--- src/rtl/example_acc_rnd_sat_if.sv ---
// Stream bundle between the multiplier array, the accumulator and the
// activation stage: product input, frame length and rounded result output.
interface example_acc_rnd_sat_if #(
    parameter int PROD_WIDTH = 21,
    parameter int OUT_WIDTH  = 16,
    parameter int LEN_WIDTH  = 8
);
    logic        [LEN_WIDTH-1:0]  cfg_len;
    logic signed [PROD_WIDTH-1:0] prod_tdata;
    logic                         prod_tvalid;
    logic                         prod_tready;
    logic signed [OUT_WIDTH-1:0]  out_tdata;
    logic                         out_tvalid;
    logic                         out_tready;
    logic                         out_sat;

    modport master (
        output cfg_len, prod_tdata, prod_tvalid, out_tready,
        input  prod_tready, out_tdata, out_tvalid, out_sat
    );

    modport slave (
        input  cfg_len, prod_tdata, prod_tvalid, out_tready,
        output prod_tready, out_tdata, out_tvalid, out_sat
    );
endinterface

--- src/rtl/example_acc_rnd_sat.sv ---
// Frame accumulator for signed products: sums cfg_len terms, rounds half
// toward +inf, drops SHIFT fraction bits and saturates to OUT_WIDTH.
module example_acc_rnd_sat #(
    parameter int PROD_WIDTH = 21,
    parameter int ACC_WIDTH  = 32,
    parameter int OUT_WIDTH  = 16,
    parameter int SHIFT      = 7,
    parameter int LEN_WIDTH  = 8
) (
    input logic ap_clk,
    input logic ap_rst,
    example_acc_rnd_sat_if.slave bus
);
    typedef enum logic [1:0] {IDLE, ACC, ROUND, OUT} state_t;

    localparam logic signed [ACC_WIDTH:0] HALF =
        {{ACC_WIDTH{1'b0}}, 1'b1} << (SHIFT - 1);
    localparam logic signed [ACC_WIDTH:0] OMAX =
        (ACC_WIDTH + 1)'((2 ** (OUT_WIDTH - 1)) - 1);
    localparam logic signed [ACC_WIDTH:0] OMIN = ~OMAX;

    state_t state;
    state_t state_nx;

    logic signed [ACC_WIDTH-1:0] acc;
    logic signed [ACC_WIDTH-1:0] prod_ext;
    logic        [LEN_WIDTH-1:0] len_q;
    logic        [LEN_WIDTH-1:0] len_in;
    logic        [LEN_WIDTH-1:0] count;
    logic signed [ACC_WIDTH:0]   rnd;
    logic signed [ACC_WIDTH:0]   r;
    logic                        beat;

    assign prod_ext = {{(ACC_WIDTH - PROD_WIDTH){bus.prod_tdata[PROD_WIDTH-1]}},
                       bus.prod_tdata};
    assign len_in   = (bus.cfg_len == '0) ? LEN_WIDTH'(1) : bus.cfg_len;
    assign beat     = bus.prod_tvalid && bus.prod_tready;

    // One extra bit keeps the rounding add from overflowing.
    assign rnd = {acc[ACC_WIDTH-1], acc} + HALF;
    assign r   = rnd >>> SHIFT;

    assign bus.prod_tready = !ap_rst && (state == IDLE || state == ACC);

    always_comb begin
        state_nx = state;
        unique case (state)
            IDLE: begin
                if (beat) state_nx = (len_in == LEN_WIDTH'(1)) ? ROUND : ACC;
            end
            ACC: begin
                if (beat && (count + 1'b1) == len_q) state_nx = ROUND;
            end
            ROUND: state_nx = OUT;
            OUT: begin
                if (bus.out_tready) state_nx = IDLE;
            end
        endcase
    end

    always_ff @(posedge ap_clk) begin
        if (ap_rst) begin
            state          <= IDLE;
            acc            <= '0;
            count          <= '0;
            len_q          <= '0;
            bus.out_tdata  <= '0;
            bus.out_tvalid <= 1'b0;
            bus.out_sat    <= 1'b0;
        end else begin
            state <= state_nx;
            unique case (state)
                IDLE: begin
                    if (beat) begin
                        acc   <= prod_ext;
                        len_q <= len_in;
                        count <= LEN_WIDTH'(1);
                    end
                end
                ACC: begin
                    if (beat) begin
                        acc   <= acc + prod_ext;
                        count <= count + 1'b1;
                    end
                end
                ROUND: begin
                    bus.out_tvalid <= 1'b1;
                    if (r > OMAX) begin
                        bus.out_tdata <= OMAX[OUT_WIDTH-1:0];
                        bus.out_sat   <= 1'b1;
                    end else if (r < OMIN) begin
                        bus.out_tdata <= OMIN[OUT_WIDTH-1:0];
                        bus.out_sat   <= 1'b1;
                    end else begin
                        bus.out_tdata <= r[OUT_WIDTH-1:0];
                        bus.out_sat   <= 1'b0;
                    end
                end
                OUT: begin
                    if (bus.out_tready) bus.out_tvalid <= 1'b0;
                end
            endcase
        end
    end
endmodule

--- src/flat_wrapper.sv ---
// flat-port wrapper written by rule: the top's interface ports become plain ports
module example_acc_rnd_sat_flat 
#(
    parameter int PROD_WIDTH = 21,
    parameter int ACC_WIDTH  = 32,
    parameter int OUT_WIDTH  = 16,
    parameter int SHIFT      = 7,
    parameter int LEN_WIDTH  = 8
)
  (ap_clk, ap_rst, bus_cfg_len, bus_prod_tdata, bus_prod_tvalid, bus_out_tready, bus_prod_tready, bus_out_tdata, bus_out_tvalid, bus_out_sat);
  example_acc_rnd_sat_if #(.PROD_WIDTH(PROD_WIDTH), .OUT_WIDTH(OUT_WIDTH), .LEN_WIDTH(LEN_WIDTH)) bus_i ();
  input logic ap_clk;
  input logic ap_rst;
  input wire logic [$bits(bus_i.cfg_len)-1:0] bus_cfg_len;
  input wire logic [$bits(bus_i.prod_tdata)-1:0] bus_prod_tdata;
  input wire logic [$bits(bus_i.prod_tvalid)-1:0] bus_prod_tvalid;
  input wire logic [$bits(bus_i.out_tready)-1:0] bus_out_tready;
  output wire logic [$bits(bus_i.prod_tready)-1:0] bus_prod_tready;
  output wire logic [$bits(bus_i.out_tdata)-1:0] bus_out_tdata;
  output wire logic [$bits(bus_i.out_tvalid)-1:0] bus_out_tvalid;
  output wire logic [$bits(bus_i.out_sat)-1:0] bus_out_sat;
  assign bus_i.cfg_len = bus_cfg_len;
  assign bus_i.prod_tdata = bus_prod_tdata;
  assign bus_i.prod_tvalid = bus_prod_tvalid;
  assign bus_i.out_tready = bus_out_tready;
  assign bus_prod_tready = bus_i.prod_tready;
  assign bus_out_tdata = bus_i.out_tdata;
  assign bus_out_tvalid = bus_i.out_tvalid;
  assign bus_out_sat = bus_i.out_sat;
  example_acc_rnd_sat #(.PROD_WIDTH(PROD_WIDTH), .ACC_WIDTH(ACC_WIDTH), .OUT_WIDTH(OUT_WIDTH), .SHIFT(SHIFT), .LEN_WIDTH(LEN_WIDTH)) u_core (.ap_clk(ap_clk), .ap_rst(ap_rst), .bus(bus_i));
endmodule
--- config.mk ---
export PLATFORM = sky130hd
export DESIGN_NAME = example_acc_rnd_sat_flat
export DESIGN_NICKNAME = d
export VERILOG_FILES = /design/src/rtl/example_acc_rnd_sat_if.sv /design/src/rtl/example_acc_rnd_sat.sv /design/src/flat_wrapper.sv
export SDC_FILE = /design/constraint.sdc
export NUM_CORES = 1
export LEC_CHECK = 0
export BUFFER_PORTS_ARGS = -buffer_cell sky130_fd_sc_hd__buf_4
export CAP_MARGIN = 10
export CORE_UTILIZATION = 60
export DETAILED_ROUTE_END_ITERATION = 8
export GPL_ROUTABILITY_DRIVEN = 1
export PLACE_DENSITY_LB_ADDON = 0.08
export RECOVER_POWER = 25
export SLEW_MARGIN = 30
export SYNTH_ARGS = -nofsm -noshare
export SYNTH_HDL_FRONTEND = slang
export SYNTH_SLANG_ARGS = --single-unit
--- constraint.sdc ---
create_clock -name ap_clk -period 2.8 [get_ports ap_clk]
set_input_delay 0.14 -clock ap_clk [delete_from_list [all_inputs] [get_ports ap_clk]]
set_output_delay 0.14 -clock ap_clk [all_outputs]
set_load 0.02 [all_outputs]
# [Word level (Yosys, flattened, before mapping)]
# Index checks and enable logic that the tools add are counted.
[word_totals] elab_cells=52 reg_bits=68 inputBits=33 out_inout_bits=19
[op_classes] n_reduce_logical=13 mux=18 eq_ne=9 n_addsub=3 order_cmp=2
[ops] operator="two-way mux 32 bit" count=2
[ops] operator="one-hot mux 32 bit (2 select lines)" count=1
[ops] operator="adder 32 x 8 -> 33 bit (second input constant)" count=1
[ops] operator="adder 32 x 21 -> 32 bit" count=1
[ops] operator="two-way mux 16 bit" count=2
[ops] operator="> comparator 26 x 16 -> 1 bit (second input constant)" count=1
[ops] operator="< comparator 26 x 16 -> 1 bit (second input constant)" count=1
[ops] operator="two-way mux 8 bit" count=3
[ops] operator="one-hot mux 8 bit (2 select lines)" count=1
[ops] operator="adder 8 x 1 -> 8 bit (second input constant)" count=1
[ops] operator="== test 8 x 1 -> 1 bit (second input constant)" count=1
[ops] operator="== test 8 bit" count=1
[ops] operator="logical NOT 8 bit" count=1
[ops] operator="two-way mux 2 bit" count=4
[ops] operator="one-hot mux 2 bit (4 select lines)" count=1
[ops] operator="AND reduction 3 bit" count=2
[ops] operator="== test 2 bit (second input constant)" count=2
[ops] operator="inequality test 2 x 1 -> 1 bit (second input constant)" count=2
[ops] operator="inequality test 2 bit (second input constant)" count=2
[ops] operator="AND reduction 2 bit" count=2
[ops] operator="nonzero test 2 bit" count=2
[ops] operator="logical AND 1 bit" count=3
[ops] operator="two-way mux 1 bit" count=3
[ops] operator="== test 2 x 1 -> 1 bit (second input constant)" count=1
[ops] operator="4 further kinds" count=4

# [Logic depth before layout (Yosys ltp)]
[logic_depth] depth_word=7 depth_mapped=12

# [Worst setup path after synthesis]
# No wires, ideal clock.
[synth_path] kind="reg-to-reg" start="register u_core.acc[14]" end="register u_core.acc[21]" stages_incl_launch_ff=10 slack_ps=268 synth_period_minus_slack_ps=2532 n_path_buf=0 arrival_ps=2441 t_required_ps=2709 cell_sequence="dfxtp_1 > ha_1 > a21o_1 > a21o_1 > a2111oi_0 > a311o_1 > nor2b_1 > xnor2_1 > nand2_1 > a311oi_1"
[synth_between] elab_chain_cells=3
[synth_rtl] element="start, declared" line_no="example_acc_rnd_sat.sv:25" text="logic signed [ACC_WIDTH-1:0] acc;"
[synth_rtl] element="start signal, assigned" line_no="example_acc_rnd_sat.sv:75" text="acc <= prod_ext;"
[synth_rtl] element="start signal, assigned" line_no="example_acc_rnd_sat.sv:82" text="acc <= acc + prod_ext;"
[synth_rtl] element="adder 32 x 21 -> 32 bit" line_no="example_acc_rnd_sat.sv:82"
[synth_rtl] element="two-way mux 32 bit" line_no="example_acc_rnd_sat.sv:81" text="if (beat) begin"
[synth_rtl] element="one-hot mux 32 bit (2 select lines)" line_no="example_acc_rnd_sat.sv:72" text="unique case (state)"
# Every way passes these cells. The select of a mux whose other input is x is not followed.
# A chain may end at the register's enable or synchronous reset.

# [Worst setup path in the final report]
[layout_path] start="register u_core.acc[0]" end="register u_core.acc[22]"
# Same word-level chain as after synthesis.

==> results.py <==
metrics = {
    "status": {
        "status": "completed",
    },
    "logic_synthesis": {
        "netlist_instances": 663,
        "ys.flop_type": "dfxtp_1",
        "ys_types": 66,
        "ys_async_sr_fraction": 0,
        "synth_seq_cells": 68,
        "synth_edf_count": 0,
        "synth_area_per_cell_um2": 7.958,
        "yosysSeqAreaShare": 0.2580,
        "synth_fp_nets": 734,
        "synth_area_um2": 5276,
        "ys_warn_count": 0,
    },
    "clocking": {
        "cts_tree": "done",
        "clk_pin_slew_ns": 0.08,
        "clk_latency_ns": 0.35,
        "clock-sinks": 68,
        "cts_hold_buf": 0,
        "htreeDepth": 3,
        "root_buffer": "clkbuf_8",
        "clockBufferDepth": 2,
        "numCtsBuffers": 9,
    },
    "sta": {
        "rsz0062_at_grt": "true",
        "timing.final.crit_share": 0.9479,
        "finClkSkew_ns": 0.01384,
        "setup_viol": 0,
        "setup_tns_ns": 0,
        "hold_viol_final": 0,
        "fmax_mhz": 376.8,
        "fin_crit_ns": 2.654,
        "maxSlewViolCount": 0,
        "tightestPinTransition_ns": 0.9191,
        "max-slew-margin-rel": 0.3850,
        "whs_ns": 0.02250,
    },
    "global_routing": {
        "grt_overflow": 0,
        "grt_pass1_vias": 4777,
        "grt_pass1_wl_mm": 22.55,
        "grt_max_degree": 43,
        "grtUsageTotal": 0.3138,
        "antenna_found_initial": 0,
    },
    "place": {
        "hpwlAfterDp_mm": 10.13,
        "placed_area_um2": 5801,
        "io_buffers": 51,
        "place_congestion": 0.9278,
    },
    "drt": {
        "ant_nets": 0,
        "via_per_inst": 6.342,
        "drt_iter0_drc": 306,
        "first_pass_iters": 5,
        "drt-total-wl_mm": 13.85,
        "vias": 5194,
        "drc": 0,
        "wl_per_cell_um": 16.91,
    },
    "die": {
        "fp.dieArea_um2": 9173,
        "fp.coreArea_um2": 8382,
        "start_util": 0.6295,
        "die_width_um": 95.78,
        "io_pins": 52,
        "fp-row-count": 33,
        "dieHeight_um": 95.78,
    },
    "final_layout": {
        "drive_above_1_share": 0.1443,
        "n_fill_cell": 716,
        "area_delta_synth_final_pct": 13.73,
        "fin_area_um2": 6001,
        "nets": 781,
        "num_antenna_cells": 0,
        "multi_input_area_um2": 3776,
        "post-route-util": 0.7159,
        "regArea_um2": 1363,
    },
    "power_and_ir_drop": {
        "powerDensity_nw_per_um2": 790.1,
        "power.total_mw": 4.741,
        "leakage_nw": 2.491,
        "ir_drop_mv": 0.4604,
    },
    "critical_path": {
        "end_kind": "register",
        "critPathKind": "reg -> reg",
        "critPathRequiredTime_ns": 3.04,
        "crit_path_start_kind": "register",
        "critPathMaxFanout": 3,
        "arrival_ns": 2.89,
    },
    "run": {
        "max_cap_viol_count": 0,
    },
    "min_path": {
        "hp-class": "in -> reg",
    },
}
synth_stat cells, drive strengths merged (2+ instances only):
| cell type | number | area (um^2) |
|---|---|---|
| nand3 | 30 | 180.2 |
| o41ai | 4 | 35.03 |
| buf | 10 | 60.05 |
| a211oi | 15 | 112.6 |
| and2 | 6 | 37.54 |
| a21o | 24 | 180.2 |
| or3 | 2 | 12.51 |
| a2bb2oi | 2 | 17.52 |
| inv | 10 | 37.54 |
| a31oi | 14 | 87.58 |
| nand2 | 71 | 269.0 |
| a22oi | 2 | 15.01 |
| dfxtp | 68 | 1361 |
| o22ai | 4 | 25.02 |
| xor2 | 27 | 236.5 |
| a211o | 3 | 26.28 |
| a311oi | 6 | 52.55 |
| a21oi | 50 | 250.2 |
| nor2 | 57 | 214.0 |
| ha | 37 | 462.9 |
| a31o | 2 | 17.52 |
| o31ai | 2 | 15.01 |
| o21a | 2 | 15.01 |
| clkbuf | 27 | 101.4 |
| o21bai | 2 | 15.01 |
| or2 | 2 | 12.51 |
| a2111oi | 5 | 50.04 |
| nor3b | 8 | 65.06 |
| nand4 | 14 | 108.9 |
| nor3 | 16 | 80.08 |
| mux2i | 20 | 200.2 |
| and3 | 12 | 75.07 |
| nor4 | 6 | 52.55 |
| o211ai | 15 | 162.7 |
| o31a | 2 | 17.52 |
| and4 | 3 | 28.78 |
| nor2b | 7 | 43.79 |
| o21ai | 34 | 170.2 |
| nand2b | 5 | 31.28 |
| xnor2 | 25 | 219.0 |
metal layers:
metal  vias to the layer above  track usage  part of all wire
li1                       2538            -                 -
met1                      2478       0.4182              0.45
met2                       152       0.5202              0.48
met3                        26      0.05687             0.053
met4                         0      0.08458             0.016
met5                         -            0                 0
logic make-up after synthesis:
| kind of cell | count (synthesis) | synth area share |
|---|---|---|
| AOI/OAI and AO/OA | 193 | 0.2485 |
| xor gates and xnor gates | 52 | 0.08632 |
| adders and majority gates | 38 | 0.09153 |
| buffers and inverters | 47 | 0.03770 |
| DFF | 68 | 0.2580 |
| muxes | 21 | 0.04008 |
| and+or+nand+nor | 244 | 0.2378 |
where the power goes:
group	total (mW)	internal, mW	leakage (nW)	switching, mW
Clock	0.919	0.498	0.102	0.421
Combinational	2.32	0.973	1.83	1.34
Sequential	1.51	1.23	0.557	0.278
Total	4.74	2.70	2.49	2.04
state kept, by name, summed over array words and instances (netlist names):
name / flops
u_core.bus.out_sat: 1
u_core.bus.out_tdata: 16
u_core.bus.out_tvalid: 1
u_core.acc: 32
u_core.state: 2
u_core.count: 8
u_core.len_q: 8
final cells by class:
cell class	count	area share
Inverter	10	0.006255
Clock buffer	9	0.02064
Clock inverter	6	0.01480
Tap cell	105	0.02189
Multi-Input combinational cell	548	0.6293
Timing Repair Buffer	73	0.08007
Sequential cell	68	0.2271
what timing repair did:
action,4_1_cts,5_1_grt
endpoints found under the setup margin,0,26
gates resized for setup,0,12
setup buffers,0,0
worst paths after layout:
path	start	to	slack, ns	cells past startpoint
setup / recovery	u_core.acc[0]	u_core.acc[22]	0.15	10
hold reg to reg	u_core.len_q[3]	u_core.len_q[3]	0.48	2
setup reg to reg	u_core.acc[0]	u_core.acc[22]	0.15	10
hold / removal	bus_cfg_len[0]	u_core.len_q[0]	0.02	3
layout by cell type, fill, tap and decap left out, types with 6 or more instances in the layout:
master and instances:
mux2i_1 20, o211ai_2 10, clkbuf_1 18, xor2_1 27
nor3b_1 7, a21o_1 24, a211oi_1 15, and3_1 12
ha_1 36, a31oi_1 14, buf_4 55, nand2_1 70
clkbuf_8 9, nand3_1 27, xnor2_1 25, a21oi_1 50
nand4_1 12, nor2b_1 6, o21ai_0 30, dfxtp_1 67
nor3_1 16, nor2_1 57, inv_1 10
metrics by stage:
| step | setup WS, ns | cells |
|---|---|---|
| floorplan | 0.2676 | 663 |
| global placement | 0.1777 | 804 |
| detailed placement | 0.08553 | 804 |
| CTS | 0.04540 | 819 |
| global route | -0.05652 | 819 |
| finish | 0.1459 | 819 |
worst max-delay path: stages, from the launching register on:
cell and delay (ns):
dfxtp_1 0.34, ha_1 0.20, inv_1 0.07, fa_1 0.40
nor2b_1 0.20, o31ai_2 0.10, a211o_1 0.29, a31oi_1 0.27
a211oi_1 0.13, xor2_1 0.17, a2111oi_0 0.37
Power figures use the tool's default switching activity.
